===== config.mk =====
export PLATFORM = sky130hd
export DESIGN_NAME = adder_pipe
export DESIGN_NICKNAME = d
export VERILOG_FILES = /design/src/rtl/adder_pipe.sv
export SDC_FILE = /design/constraint.sdc
export NUM_CORES = 1
export LEC_CHECK = 0
export BUFFER_PORTS_ARGS = -buffer_cell sky130_fd_sc_hd__buf_2
export CAP_MARGIN = 40
export CORE_ASPECT_RATIO = 0.6
export CORE_UTILIZATION = 53
export DETAILED_ROUTE_END_ITERATION = 10
export PLACE_DENSITY = 0.78
export SETUP_SLACK_MARGIN = 0.3
export SLEW_MARGIN = 20
export SYNTH_ARGS = -nofsm -noshare
export SYNTH_HDL_FRONTEND = slang
export SYNTH_SLANG_ARGS = --single-unit

===== constraint.sdc =====
create_clock -name clock -period 2.3 [get_ports clock]
set_clock_uncertainty 0.1 [all_clocks]
set_input_delay 0.69 -clock clock [delete_from_list [all_inputs] [get_ports clock]]
set_output_delay 0.69 -clock clock [all_outputs]
set_load 0.01 [all_outputs]

===== src/rtl/adder_pipe.sv =====
// adder_pipe: pipelined add/subtract unit, one SEG-bit segment resolved per stage.
// The inter-segment carry is registered between stages, so the critical path is
// a single SEG-bit adder regardless of WIDTH. The operands ride along in skew
// registers and finished low result segments travel forward with them. A single
// global advance enable (adv) moves every stage at once.
//
// stage | meaning
// ------+-------------------------------------------------------------
// k     | result bits [(k+1)*SEG-1:0] resolved; carry out of segment k
// LAST  | output registers: s, cout, zero; overflow from its sign bits

module adder_pipe #(
  parameter int WIDTH = 32,
  parameter int SEG   = 8
) (
  input  logic             clock,
  input  logic             reset_n,
  input  logic             in_valid,
  output logic             in_ready,
  input  logic [WIDTH-1:0] a,
  input  logic [WIDTH-1:0] b,
  input  logic             cin,
  input  logic             sub,
  output logic             out_valid,
  input  logic             out_ready,
  output logic [WIDTH-1:0] s,
  output logic             cout,
  output logic             overflow,
  output logic             zero
);

  localparam int STAGES = WIDTH / SEG;
  localparam int LAST   = STAGES - 1;

  generate
    if ((SEG < 2) || (SEG > WIDTH) || ((WIDTH % SEG) != 0)) begin : g_param_check
      $error("adder_pipe: WIDTH must be a multiple of SEG and 2 <= SEG <= WIDTH");
    end
  endgenerate

  // Stage registers. a_q/b_q hold the (effective) operands so later stages can
  // pick up their segment; s_q accumulates the finished low segments.
  logic             v_q [STAGES];
  logic             c_q [STAGES];
  logic             z_q [STAGES];
  logic [WIDTH-1:0] a_q [STAGES];
  logic [WIDTH-1:0] b_q [STAGES];
  logic [WIDTH-1:0] s_q [STAGES];

  // Inputs seen by each stage: the port side for stage 0, the previous stage
  // registers otherwise.
  logic             in_v [STAGES];
  logic             in_c [STAGES];
  logic             in_z [STAGES];
  logic [WIDTH-1:0] in_a [STAGES];
  logic [WIDTH-1:0] in_b [STAGES];
  logic [WIDTH-1:0] in_s [STAGES];

  // Per-stage next values.
  logic [SEG:0]     seg_sum [STAGES];
  logic [WIDTH-1:0] nx_s    [STAGES];
  logic             nx_c    [STAGES];
  logic             nx_z    [STAGES];

  logic adv;

  assign adv       = !v_q[LAST] || out_ready;
  assign in_ready  = adv && reset_n;

  assign out_valid = v_q[LAST];
  assign s         = s_q[LAST];
  assign cout      = c_q[LAST];
  assign zero      = z_q[LAST];
  // Equivalent to carry-into-MSB xor carry-out; uses the effective operand B'.
  // Registers are all zero after reset or for a bubble, which yields 0 here.
  assign overflow  = (a_q[LAST][WIDTH-1] == b_q[LAST][WIDTH-1]) &&
                     (s_q[LAST][WIDTH-1] != a_q[LAST][WIDTH-1]);

  // Route each stage's inputs: stage 0 from the ports, the rest from the previous stage.
  always_comb begin
    in_v[0] = in_valid;
    in_a[0] = a;
    in_b[0] = sub ? ~b : b;
    in_c[0] = cin ^ sub;
    in_z[0] = 1'b1;
    in_s[0] = '0;
    for (int k = 1; k < STAGES; k++) begin
      in_v[k] = v_q[k-1];
      in_a[k] = a_q[k-1];
      in_b[k] = b_q[k-1];
      in_c[k] = c_q[k-1];
      in_z[k] = z_q[k-1];
      in_s[k] = s_q[k-1];
    end
  end

  // Resolve one SEG-bit segment per stage and fold its zero test into the running flag.
  always_comb begin
    for (int k = 0; k < STAGES; k++) begin
      seg_sum[k] = {1'b0, in_a[k][k*SEG +: SEG]}
                 + {1'b0, in_b[k][k*SEG +: SEG]}
                 + (SEG+1)'(in_c[k]);
      nx_s[k] = in_s[k];
      nx_s[k][k*SEG +: SEG] = seg_sum[k][SEG-1:0];
      nx_c[k] = seg_sum[k][SEG];
      nx_z[k] = in_z[k] && (seg_sum[k][SEG-1:0] == '0);
    end
  end

  // Advance the whole pipe on adv; bubbles load zeros so idle stages carry clean flags.
  always_ff @(posedge clock or negedge reset_n) begin
    if (!reset_n) begin
      for (int k = 0; k < STAGES; k++) begin
        v_q[k] <= 1'b0;
        c_q[k] <= 1'b0;
        z_q[k] <= 1'b0;
        a_q[k] <= '0;
        b_q[k] <= '0;
        s_q[k] <= '0;
      end
    end else if (adv) begin
      for (int k = 0; k < STAGES; k++) begin
        v_q[k] <= in_v[k];
        if (in_v[k]) begin
          c_q[k] <= nx_c[k];
          z_q[k] <= nx_z[k];
          a_q[k] <= in_a[k];
          b_q[k] <= in_b[k];
          s_q[k] <= nx_s[k];
        end else begin
          c_q[k] <= 1'b0;
          z_q[k] <= 1'b0;
          a_q[k] <= '0;
          b_q[k] <= '0;
          s_q[k] <= '0;
        end
      end
    end
  end

endmodule


==> flow_summary.toml <==
[run_status]
outcome = "finished, violations left"
violations = "negative setup slack"

[worst_setup_path]
required_ns = 2.54
worstSetupPathType = "flip-flop to flip-flop"
cp_max_fo = 2
worstSetupStartpointType = "flip-flop"
crit_arrival_ns = 2.76
end_kind = "flip-flop"

[global_route]
grt_antenna_before_repair = 0
grt_pass1_wl_um = 34300
grt_max_degree = 191
grt_pass1_vias = 6588
grt_overflow_total = 0
grt_usage_pct = 25.7

[die]
coreArea_sq_mm = 0.0163
initial_core_util_pct = 54.4
io_pins = 107
dieArea_sq_mm = 0.0173
die_w_um = 169
die_h_um = 102
num_rows = 36

[pwr]
irDropWorstVdd_mv = 0.664
leakage_nw = 5.79
finalPower_mw = 11.3
power.density_mw_per_mm2 = 999

[synthesis]
synth_seq_cells = 190
synth_edf_count = 0
synthCells = 954
yosys.area.top_type_share_pct = 53.6
async_flop_share_pct = 100
yosysSeqAreaShare_pct = 53.6
synth_common_cells = "nand2_1, dfrtp_1, nand3_1, o21ai_0, clkbuf_1"
synth_top_cell_by_area = "dfrtp_1"
synth.most_common_cell = "nand2_1"
netlist-cell-type-count = 43
syn_area_sq_mm = 0.00888
synth_nets = 1060
synth_flop_cell = "dfrtp_1"
syn_area_per_cell_sq_um = 9.31
synth-warning-count = 0
synthTopCellsByArea = "dfrtp_1, nand2_1, nand3_1, ha_1, xnor2_1"

[placed_design]
dpl.hpwl_um = 13900
dpl_cell_area_sq_mm = 0.0100
gp_congestion = 0.784
portBuffers = 106

[clock_network]
cts.sinks = 190
clockBufferDepth = 2
htree_levels = 4
clk_pin_slew_ns = 0.08
cts-root-buf = "clkbuf_16"
cts_tree = "yes"
clock_latency_ns = 0.44
cts_buffers = 17
cts_hold_buf = 0

[sta]
fin_crit_sh_pct = 109
finalHoldViolations = 0
slew_headroom_pct = 30.9
worst_slew_pin_slew_ns = 1.04
rsz0062_at_grt = "yes"
fin_crit_ns = 2.52
slew_violations = 0
max_freq_ghz = 0.397
setup-violations-final = 8
tns_ns = -0.584
fin_ws_ns = -0.216

[detailed_routing]
wl_per_cell_um = 16.2
drc = 0
wirelength_um = 21500
drt-initial-drc-count = 572
vias = 7129
avgViaCountPerCell = 5.35
ant_nets = 0
drtPass1Iterations = 5

[cells_and_area]
final_area_sq_mm = 0.0113
area_delta_synth_final_pct = 27.0
final_layout_size_suffix_gt1_share_pct = 26.1
fin_nets = 1197
insertedDiodeCount = 0

[job]
cap_viol_max_count = 0

[hold_path]
hp-class = "input pin to async pin"
final timing paths:
| path | slack (ns) | endpoint | startpoint | cells after the start |
|---|---|---|---|---|
| setup / recovery | -0.22 | in_z[1]$_DFFE_PN0N_ | b_q[104]$_DFFE_PN0N_ | 9 |
| hold reg to reg | 0.36 | s[21]$_DFFE_PN0N_ | s[21]$_DFFE_PN0N_ | 2 |
| max in group asynchronous | 0.97 | in_v[2]$_DFFE_PN0N_ | reset_n | 2 |
| hold / removal | 0.33 | s[27]$_DFFE_PN0N_ | reset_n | 2 |
| setup reg to reg | -0.22 | in_z[1]$_DFFE_PN0N_ | b_q[104]$_DFFE_PN0N_ | 9 |
| min in group clock | 0.36 | s[21]$_DFFE_PN0N_ | s[21]$_DFFE_PN0N_ | 2 |
worst max-delay path, stage by stage (launching register included):
cell	delay [ns]
dfrtp_1	0.35
inv_2	0.05
fa_2	0.39
fa_2	0.39
nor2b_4	0.14
o21a_1	0.15
nor2_2	0.06
xnor2_2	0.15
or4_4	0.43
o41ai_2	0.20
metal layers:
layer  track usage [%]  vias up  share of wire (%)
li1                  -     3455                  -
met1              40.1     3377                 49
met2              36.4      274                 42
met3              4.80       23                7.2
met4              7.21        0                1.2
met5                 0        -                  0
cell usage in the layout, fill, tap and decap left out, types with 4 or more instances in the layout:
master / n
dfrtp_1: 189
inv_8: 4
xor2_2: 4
a21o_1: 7
o21ai_0: 41
nand3_2: 5
xnor2_2: 9
fa_2: 8
and2_1: 4
o21ai_1: 13
a22o_1: 14
nand2_1: 298
xnor2_1: 25
nand3b_1: 9
xor2_1: 12
ha_1: 23
buf_2: 100
o21a_1: 5
buf_4: 53
a21oi_1: 10
o22ai_1: 5
nor2b_4: 5
inv_2: 5
buf_6: 15
buf_12: 7
inv_1: 13
nand3_1: 128
clkbuf_16: 17
a21oi_2: 5
stage by stage:
stage / setup slack [ns] / utilization (%) / hold WS (ns) / cells
after global placement: -0.500 / 61.3 / 0.345 / 1278
after detailed placement: -0.646 / 61.3 / 0.351 / 1278
after global routing: -0.320 / 69.1 / 0.385 / 1332
final: -0.216 / 69.1 / 0.327 / 1332
after floorplan: -0.433 / - / 0.294 / 954
after CTS: -0.162 / 67.3 / 0.368 / 1323
final cells by class:
| type | count | area (sq um) |
|---|---|---|
| clock inverters | 15 | 174 |
| inverters | 19 | 73.8 |
| repair buffers | 178 | 1250 |
| flip-flops and latches | 190 | 4760 |
| clock buffers | 17 | 425 |
| well taps | 228 | 285 |
| fillers | 1197 | 5030 |
| multi-input cells | 685 | 4310 |
state kept, by name, summed over array words and instances (netlist names):
register	cells
in_v	3
s	32
out_valid	1
b_q	49
cout	1
a_q	49
c_q	3
in_z	3
in_s	48
zero	1
logic make-up (layout without fill, tap and decap cells):
kind of cell               after synthesis  count (layout)  synth area share (%)
adders and majority gates               36              36                  5.75
and+or+nand+nor                        474             474                  23.3
AOI/OAI and AO/OA                      121             121                  8.63
DFF                                    190             190                  53.6
xor gates and xnor gates                54              54                  5.33
buffers and inverters                   79             229                  3.41
where the power goes:
part	switching [mW]	total, mW	leakage [nW]	internal, mW
Clock	1.41	2.96	0.283	1.55
Sequential	0.483	4.55	2.55	4.07
Combinational	2.21	3.75	2.96	1.54
what timing repair did:
item                                    in CTS  in global routing
endpoints found under the setup margin      25                 25
pin swaps                                   35                 37
resized for setup                           61                 42
setup buffers                               13                  9
No activity file was read; power rests on OpenSTA's default activity.
